**config.mk**
```make
export PLATFORM = sky130hd
export DESIGN_NAME = shift_operand_gen
export DESIGN_NICKNAME = d
export VERILOG_FILES = /design/src/rtl/shift_operand_gen.sv
export SDC_FILE = /design/constraint.sdc
export NUM_CORES = 1
export LEC_CHECK = 0
export CAP_MARGIN = 15
export CORE_MARGIN = 3
export CORE_UTILIZATION = 40
export CTS_CLUSTER_SIZE = 10
export DETAILED_ROUTE_END_ITERATION = 10
export DONT_BUFFER_PORTS = 1
export REMOVE_ABC_BUFFERS = 1
export SYNTH_ARGS = -nofsm -noshare
export SYNTH_HDL_FRONTEND = slang
export SYNTH_SLANG_ARGS = --single-unit
```
**constraint.sdc**
```tcl
create_clock -name clk -period 3.28 [get_ports clk]
set_clock_uncertainty 0.05 [all_clocks]
set_input_delay 0.656 -clock clk [delete_from_list [all_inputs] [get_ports clk]]
set_output_delay 0.656 -clock clk [all_outputs]
set_load 0.01 [all_outputs]
```
**src/rtl/shift_operand_gen.sv**
```systemverilog
// Operand-2 producer for the barrel shifter: decodes an ARMv7 data-processing
// instruction, fetches Rm/Rs through one read port, and holds operands under valid/ready.
module shift_operand_gen #(
    parameter logic [31:0] PC_OFFSET_IMM = 32'd8,
    parameter logic [31:0] PC_OFFSET_REG = 32'd12
) (
    input  logic        clk,
    input  logic        rst,
    input  logic        Flush,
    input  logic        Inst_Valid,
    output logic        Inst_Ready,
    input  logic [32:1] Inst,
    input  logic [32:1] Inst_Pc,
    output logic        Rd_En,
    output logic [4:1]  Rd_Addr,
    input  logic [32:1] Rd_Data,
    output logic        Op_Valid,
    input  logic        Op_Ready,
    output logic [32:1] Shift_Data,
    output logic [8:1]  Shift_Num,
    output logic [3:1]  SHIFT_OP
);

    typedef enum logic [1:0] {IDLE, READ_RM, READ_RS, OUT} state_t;

    state_t      state, state_nxt;
    logic [12:1] inst_q, inst_nxt;
    logic [32:1] pc_q, pc_nxt;

    logic        rd_en_nxt;
    logic [4:1]  rd_addr_nxt;
    logic        op_valid_nxt;
    logic [32:1] shift_data_nxt;
    logic [8:1]  shift_num_nxt;
    logic [3:1]  shift_op_nxt;

    // r15 reads return the pipeline-visible PC; R selects the register-shift offset.
    logic [32:1] rm_pc;
    logic [8:1]  rs_pc_low;
    logic        rm_is_pc;
    logic        rs_is_pc;

    assign rm_pc     = pc_q + (inst_q[5] ? PC_OFFSET_REG : PC_OFFSET_IMM);
    assign rs_pc_low = pc_q[8:1] + PC_OFFSET_REG[7:0];
    assign rm_is_pc  = (inst_q[4:1] == 4'hF);
    assign rs_is_pc  = (inst_q[12:9] == 4'hF);

    assign Inst_Ready = (state == IDLE);

    // Only the operand-2 field and the I bit of the instruction matter here.
    logic unused_inst_bits;
    assign unused_inst_bits = &{1'b0, Inst[32:27], Inst[25:13]};

    // NOTE: every next-value signal takes a default before the case statement,
    // so no path leaves one unassigned and no latch is inferred.
    always_comb begin
        state_nxt      = state;
        inst_nxt       = inst_q;
        pc_nxt         = pc_q;
        rd_en_nxt      = Rd_En;
        rd_addr_nxt    = Rd_Addr;
        op_valid_nxt   = Op_Valid;
        shift_data_nxt = Shift_Data;
        shift_num_nxt  = Shift_Num;
        shift_op_nxt   = SHIFT_OP;

        case (state)
            IDLE: begin
                if (Inst_Valid) begin
                    inst_nxt = Inst[12:1];
                    pc_nxt   = Inst_Pc;
                    if (Inst[26]) begin
                        // Rotated immediate goes out as register-form ROR so rot=0 passes C through.
                        shift_data_nxt = {24'b0, Inst[8:1]};
                        shift_num_nxt  = {3'b0, Inst[12:9], 1'b0};
                        shift_op_nxt   = 3'b111;
                        op_valid_nxt   = 1'b1;
                        state_nxt      = OUT;
                    end else begin
                        if (Inst[4:1] != 4'hF) begin
                            rd_en_nxt   = 1'b1;
                            rd_addr_nxt = Inst[4:1];
                        end
                        state_nxt = READ_RM;
                    end
                end
            end
            READ_RM: begin
                shift_data_nxt = rm_is_pc ? rm_pc : Rd_Data;
                if (inst_q[5]) begin
                    rd_en_nxt = !rs_is_pc;
                    if (!rs_is_pc) begin
                        rd_addr_nxt = inst_q[12:9];
                    end
                    state_nxt = READ_RS;
                end else begin
                    rd_en_nxt     = 1'b0;
                    shift_num_nxt = {3'b0, inst_q[12:8]};
                    shift_op_nxt  = {inst_q[7:6], 1'b0};
                    op_valid_nxt  = 1'b1;
                    state_nxt     = OUT;
                end
            end
            READ_RS: begin
                rd_en_nxt     = 1'b0;
                shift_num_nxt = rs_is_pc ? rs_pc_low : Rd_Data[8:1];
                shift_op_nxt  = {inst_q[7:6], 1'b1};
                op_valid_nxt  = 1'b1;
                state_nxt     = OUT;
            end
            OUT: begin
                if (Op_Ready) begin
                    op_valid_nxt = 1'b0;
                    state_nxt    = IDLE;
                end
            end
            default: state_nxt = IDLE;
        endcase

        if (Flush) begin
            state_nxt      = IDLE;
            rd_en_nxt      = 1'b0;
            rd_addr_nxt    = 4'h0;
            op_valid_nxt   = 1'b0;
            shift_data_nxt = 32'h0;
            shift_num_nxt  = 8'h0;
            shift_op_nxt   = 3'b000;
        end
    end

    // NOTE: all state, including the latched instruction, is cleared by reset
    // and updated with non-blocking assignments only.
    always_ff @(posedge clk or posedge rst) begin
        if (rst) begin
            state      <= IDLE;
            inst_q     <= '0;
            pc_q       <= '0;
            Rd_En      <= 1'b0;
            Rd_Addr    <= '0;
            Op_Valid   <= 1'b0;
            Shift_Data <= '0;
            Shift_Num  <= '0;
            SHIFT_OP   <= '0;
        end else begin
            state      <= state_nxt;
            inst_q     <= inst_nxt;
            pc_q       <= pc_nxt;
            Rd_En      <= rd_en_nxt;
            Rd_Addr    <= rd_addr_nxt;
            Op_Valid   <= op_valid_nxt;
            Shift_Data <= shift_data_nxt;
            Shift_Num  <= shift_num_nxt;
            SHIFT_OP   <= shift_op_nxt;
        end
    end

endmodule

```
; ---- After elaboration in Yosys (flattened, before gate mapping)
; Cells that the tools add are included.
[word_totals]
reg_bits = 95
inputBits = 101
output_inout_bits = 50
elab_cells = 78
[op_classes]
add_sub_neg = 2
eq_ne = 14
muxes = 42
reduce_logical = 11
[ops]
columns = op, count
row1 = 2-to-1 mux 32 bit, 4
row2 = case mux 32 bit (2 select lines), 1
row3 = 2-to-1 mux 8 bit, 5
row4 = adder 32 x 4 -> 32 bit, 1
row5 = 2-to-1 mux 4 bit, 6
row6 = case mux 8 bit (3 select lines), 1
row7 = "inequality test 3 bit, second input constant", 6
row8 = 2-to-1 mux 3 bit, 5
row9 = AND reduction 4 bit, 3
row10 = 2-to-1 mux 1 bit, 11
row11 = case mux 3 bit (3 select lines), 1
row12 = "adder 8 x 4 -> 8 bit, second input constant", 1
row13 = "== test 4 bit, second input constant", 2
row14 = 2-to-1 mux 2 bit, 4
row15 = case mux 2 bit (4 select lines), 1
row16 = case mux 4 bit (2 select lines), 1
row17 = "inequality test 3 x 2 -> 1 bit, second input constant", 2
row18 = AND reduction 6 bit, 1
row19 = "== test 2 bit, second input constant", 2
row20 = "inequality test 4 bit, second input constant", 1
row21 = case mux 1 bit (4 select lines), 1
row22 = AND reduction 2 bit, 2
row23 = nonzero test 4 bit, 1
row24 = case mux 1 bit (3 select lines), 1
row25 = other kinds (5), 5

; ---- Logic depth before layout (Yosys ltp)
[depth]
ltp_word = 6
ltp_mapped = 9
depth_no_buf = 8

; ---- Worst setup path before layout
; Ideal clock, no wire load.
[synth_timing]
path_kind = flip-flop to flip-flop
from = register state[0]
to = register pc_q[1] in the netlist's numbering
setup_ns = 0.125
arrival_ns = 1.879
required_ns = 3.105
slack_ns = 1.226
stages_incl_launch_ff = 8
n_path_buf = 3
synth_period_minus_slack_ns = 2.054
cell_sequence = dfrtp_1 > inv_1 > ha_1 > and2_1 > clkbuf_1 > buf_2 > buf_2 > mux2_2
[synth_between]
elab_chain_len = 2
[synth_lines]
columns = item, line_no
row1 = start: declaration, 26  ; state_t state, state_nxt;
row2 = start signal: assignment, 145  ; state <= state_nxt;
row3 = logical NOT 2 bit, --
row4 = net Inst_Ready, 11  ; output logic Inst_Ready,
row5 = AND reduction 2 bit (no source line), --
row6 = end signal: assignment, 147  ; pc_q <= pc_nxt;
row7 = end: declaration, 28  ; logic [32:1] pc_q, pc_nxt;
; The timed path passes the listed nets, and every way through them passes these cells.
; A chain may end at the register's enable or synchronous reset.

; ---- Worst setup path in the final report
[layout_timing]
from = register inst_q[5] in the netlist's numbering
to = register Shift_Data[31] in the netlist's numbering
[layout_between]
elab_chain_len = 5
[layout_lines]
columns = item, line_no
row1 = start: declaration, 27  ; logic [12:1] inst_q, inst_nxt;
row2 = start signal: assignment, 146  ; inst_q <= inst_nxt;
row3 = 2-to-1 mux 3 bit, 43  ; assign rm_pc = pc_q + (inst_q[5] ? PC_OFFSET_REG : PC_OFFSET_IMM);
row4 = adder 32 x 4 -> 32 bit, 43
row5 = 2-to-1 mux 32 bit, 89  ; shift_data_nxt = rm_is_pc ? rm_pc : Rd_Data;
row6 = case mux 32 bit (2 select lines), 67  ; case (state)
row7 = 2-to-1 mux 32 bit, 120  ; if (Flush) begin
row8 = end signal: assignment, 151  ; Shift_Data <= shift_data_nxt;
row9 = end: declaration, 19  ; output logic [32:1] Shift_Data,
; Every way passes these cells.

==> impl_metrics.tcl <==
set metrics [dict create \
    ios 151 \
    htree_num_levels 3 \
    place_congestion 0.865 \
    avgSynthCellArea_um2 10.5 \
    synth-edff-count 0 \
    final_util_pct 45.2 \
    power_frac_seq_pct 44.8 \
    ys_warn_count 0 \
    clockPowerShare_pct 18.8 \
    start_util_pct 41.7 \
    final-setup-viol-count 0 \
    fin_setup_tns_ns 0 \
    row_count 39 \
    rsz0062_at_grt "false" \
    fin_ws_ns 0.753 \
    required_ns 3.46 \
    synth_top_area_cell "dfrtp_1" \
    cts_tree "built" \
    numCtsBuffers 9 \
    yosysTopAreaCellShare_pct 48.9 \
    clock_sinks 95 \
    synth_seq_cells 95 \
    fmaxAchievable_ghz 0.396 \
    synthFlopType "dfrtp_1" \
    path_buf_inv 1 \
    ys_seq_area_share_pct 48.9 \
    grt_pass1_wl_um 19700 \
    async_flop_share_pct 100 \
    peakVddDrop_mv 0.393 \
    fin_crit_ns 2.53 \
    slowest_stage "nor3_1" \
    syn-cell-area_um2 4860 \
    overflow 0 \
    hold_path_class "in -> async" \
    worstSetupEndpointType "flip-flop" \
    track_usage_pct 19.4 \
    synth_area_leaders "dfrtp_1 49%, mux2_2 11%, xor2_1 4.1%" \
    crit_family "simple AND/OR/NAND/NOR gates" \
    power_density_nw_per_um2 950 \
    final_cell_mix "95 x dfrtp_1, 47 x mux2_2, 41 x nand2_1, 31 x o21ai_0" \
    crit_path_frequent_cell "ha_1" \
    slew_violations 0 \
    drv_cap 0 \
    status "finished, final reports clean" \
    slew_headroom_pct 43.0 \
    hold_buffers 0 \
    critical_path_arrival_ns 2.70 \
    postLayoutCellArea_um2 5280 \
    core-area_um2 11700 \
    worstSetupPathType "reg -> reg" \
    max_stage_delay_ns 0.56 \
    layout_commonest_cell "dfrtp_1" \
    cts_setup_buffers 0 \
    place_area_um2 5030 \
    path_cells "ha_1 > inv_1 > ha_1 > nand2b_1 > nor3_1 > nand3_1 > xor2_1 > o21ai_1" \
    max_slew.worst_pin.slew_ns 0.851 \
    power.leakage_nw 2.21 \
    synth_cell_types 48 \
    drtAntennaViolNets 0 \
    switching_share_pct 40.3 \
    pwr-share-comb_pct 36.4 \
    power.total_mw 5.01 \
    nNetsFinal 567 \
    period_share_pct 77.0 \
    cts-root-buf "clkbuf_16" \
    grt_max_degree 53 \
    antenna_found_initial 0 \
    synthToLayoutAreaGrowth_pct 8.58 \
    port_buffers 0 \
    vias 3551 \
    worstPathMaxFanout 6 \
    viasPerCell 5.87 \
    cts_resized 0 \
    internal-power_mw 2.99 \
    hpwl_um 9500 \
    worst_setup_path_start_kind "flip-flop" \
    drtPass1Iterations 4 \
    die_x_um 116 \
    drt-initial-drc-count 123 \
    grt_pass1_vias 3665 \
    cts.clk_slew.worst_paths_ns 0.06 \
    wire_per_inst_um 21.4 \
    drc 0 \
    pre_cts_ws_ns 0.745 \
    hold_viol_final 0 \
    num_antenna_cells 0 \
    postSynthCellCount 464 \
    die_h_um 116 \
    layout-drive-gt1-share_pct 16.9 \
    wirelength_um 12900 \
    clk_path_buf_depth 2 \
    netSwitchingPower_mw 2.02 \
    die-area_um2 13500 \
    clock_latency_ns 0.35 \
]
## per-stage QoR
step / cells / hold slack, ns
global route: 605 / 0.267
CTS: 605 / 0.248
finish: 605 / 0.207
detailed placement: 591 / 0.445
floorplan: 439 / 0.429
global placement: 591 / 0.439
## area by class of cell
| type | instances | area (µm²) |
|---|---|---|
| clock buffers | 13 | 240 |
| clock inverters | 1 | 7.51 |
| fillers | 1082 | 6390 |
| inverters | 10 | 40.0 |
| multi-input cells | 334 | 2350 |
| flip-flops and latches | 95 | 2380 |
| well taps | 143 | 179 |
| repair buffers | 9 | 80.1 |
## kinds of logic after synthesis
family                   Yosys count  synth area share [%]
AND/OR/NAND/NOR                  122                  13.4
multiplexers                      50                  11.5
buffers and inverters             35                  2.94
AO/OA/AOI/OAI                    126                  16.2
adder cells (fa/ha/maj)            7                  1.80
flip-flops                        95                  48.9
XOR/XNOR                          29                  5.23
## power by group through the flow
stage / Clock (mW) / Combinational (mW) / Sequential (mW)
after global routing: 1.02 / 2.02 / 2.32
after CTS: 0.961 / 1.84 / 2.24
after detailed placement: 0 / 1.83 / 2.26
final: 0.942 / 1.83 / 2.24
after floorplan: 0 / 1.40 / 2.10
after global placement: 0 / 1.78 / 2.24
## per-layer routing
metal | GRT usage (%) | share of wire (%)
met4 | 8.58 | 2.1
met3 | 6.68 | 7.9
met2 | 31.5 | 48
met5 | 0 | 0
met1 | 23.4 | 42
## cells in the mapped netlist, types with 2 or more instances
| library cell | number |
|---|---|
| nand4_1 | 8 |
| xor2_1 | 23 |
| and4_1 | 4 |
| inv_1 | 10 |
| mux2_2 | 47 |
| a22o_1 | 11 |
| a21o_1 | 4 |
| o22ai_1 | 2 |
| nor3_1 | 3 |
| nor2_1 | 22 |
| nand3b_1 | 3 |
| a32oi_1 | 4 |
| a31oi_1 | 2 |
| nand2_1 | 41 |
| nand3_1 | 14 |
| xnor2_1 | 6 |
| a22oi_1 | 16 |
| ha_1 | 7 |
| o21ai_0 | 31 |
| and2_1 | 5 |
| buf_2 | 9 |
| mux2i_1 | 3 |
| o2111ai_1 | 2 |
| nand2b_1 | 3 |
| dfrtp_1 | 95 |
| a21oi_1 | 23 |
| o21ai_1 | 23 |
| and3_1 | 8 |
| clkbuf_1 | 16 |
## state kept, by name (all words and copies together) (netlist names)
signal / count
Rd_En: 1
state: 2
Rd_Addr: 4
Shift_Num: 8
inst_q: 12
Op_Valid: 1
SHIFT_OP: 3
pc_q: 32
Shift_Data: 32
## worst register-to-register path, cell delays in order, from the launching register on
cell and delay [ns]:
dfrtp_1 0.47, ha_1 0.29, inv_1 0.07, ha_1 0.23, nand2b_1 0.22, nor3_1 0.56
nand3_1 0.19, xor2_1 0.23, o21ai_1 0.09
## path summary, 6_finish.rpt
kind | start | end | slack, ns | cells past startpoint
worst max-delay path | inst_q[5]$_DFFE_PP0P_ | Shift_Data[31]$_DFFE_PP0P_ | 0.75 | 8
worst min-delay path | rst | Rd_Addr[1]$_DFFE_PP0P_ | 0.21 | 1
max in group asynchronous | rst | Shift_Data[16]$_DFFE_PP0P_ | 2.28 | 2
worst min register to register | inst_q[6]$_DFFE_PP0P_ | inst_q[6]$_DFFE_PP0P_ | 0.46 | 1
worst max register to register | inst_q[5]$_DFFE_PP0P_ | Shift_Data[31]$_DFFE_PP0P_ | 0.75 | 8
min in group clk | Flush | Rd_En$_DFFE_PP0P_ | 0.31 | 1
Power figures use the tool's default switching activity.
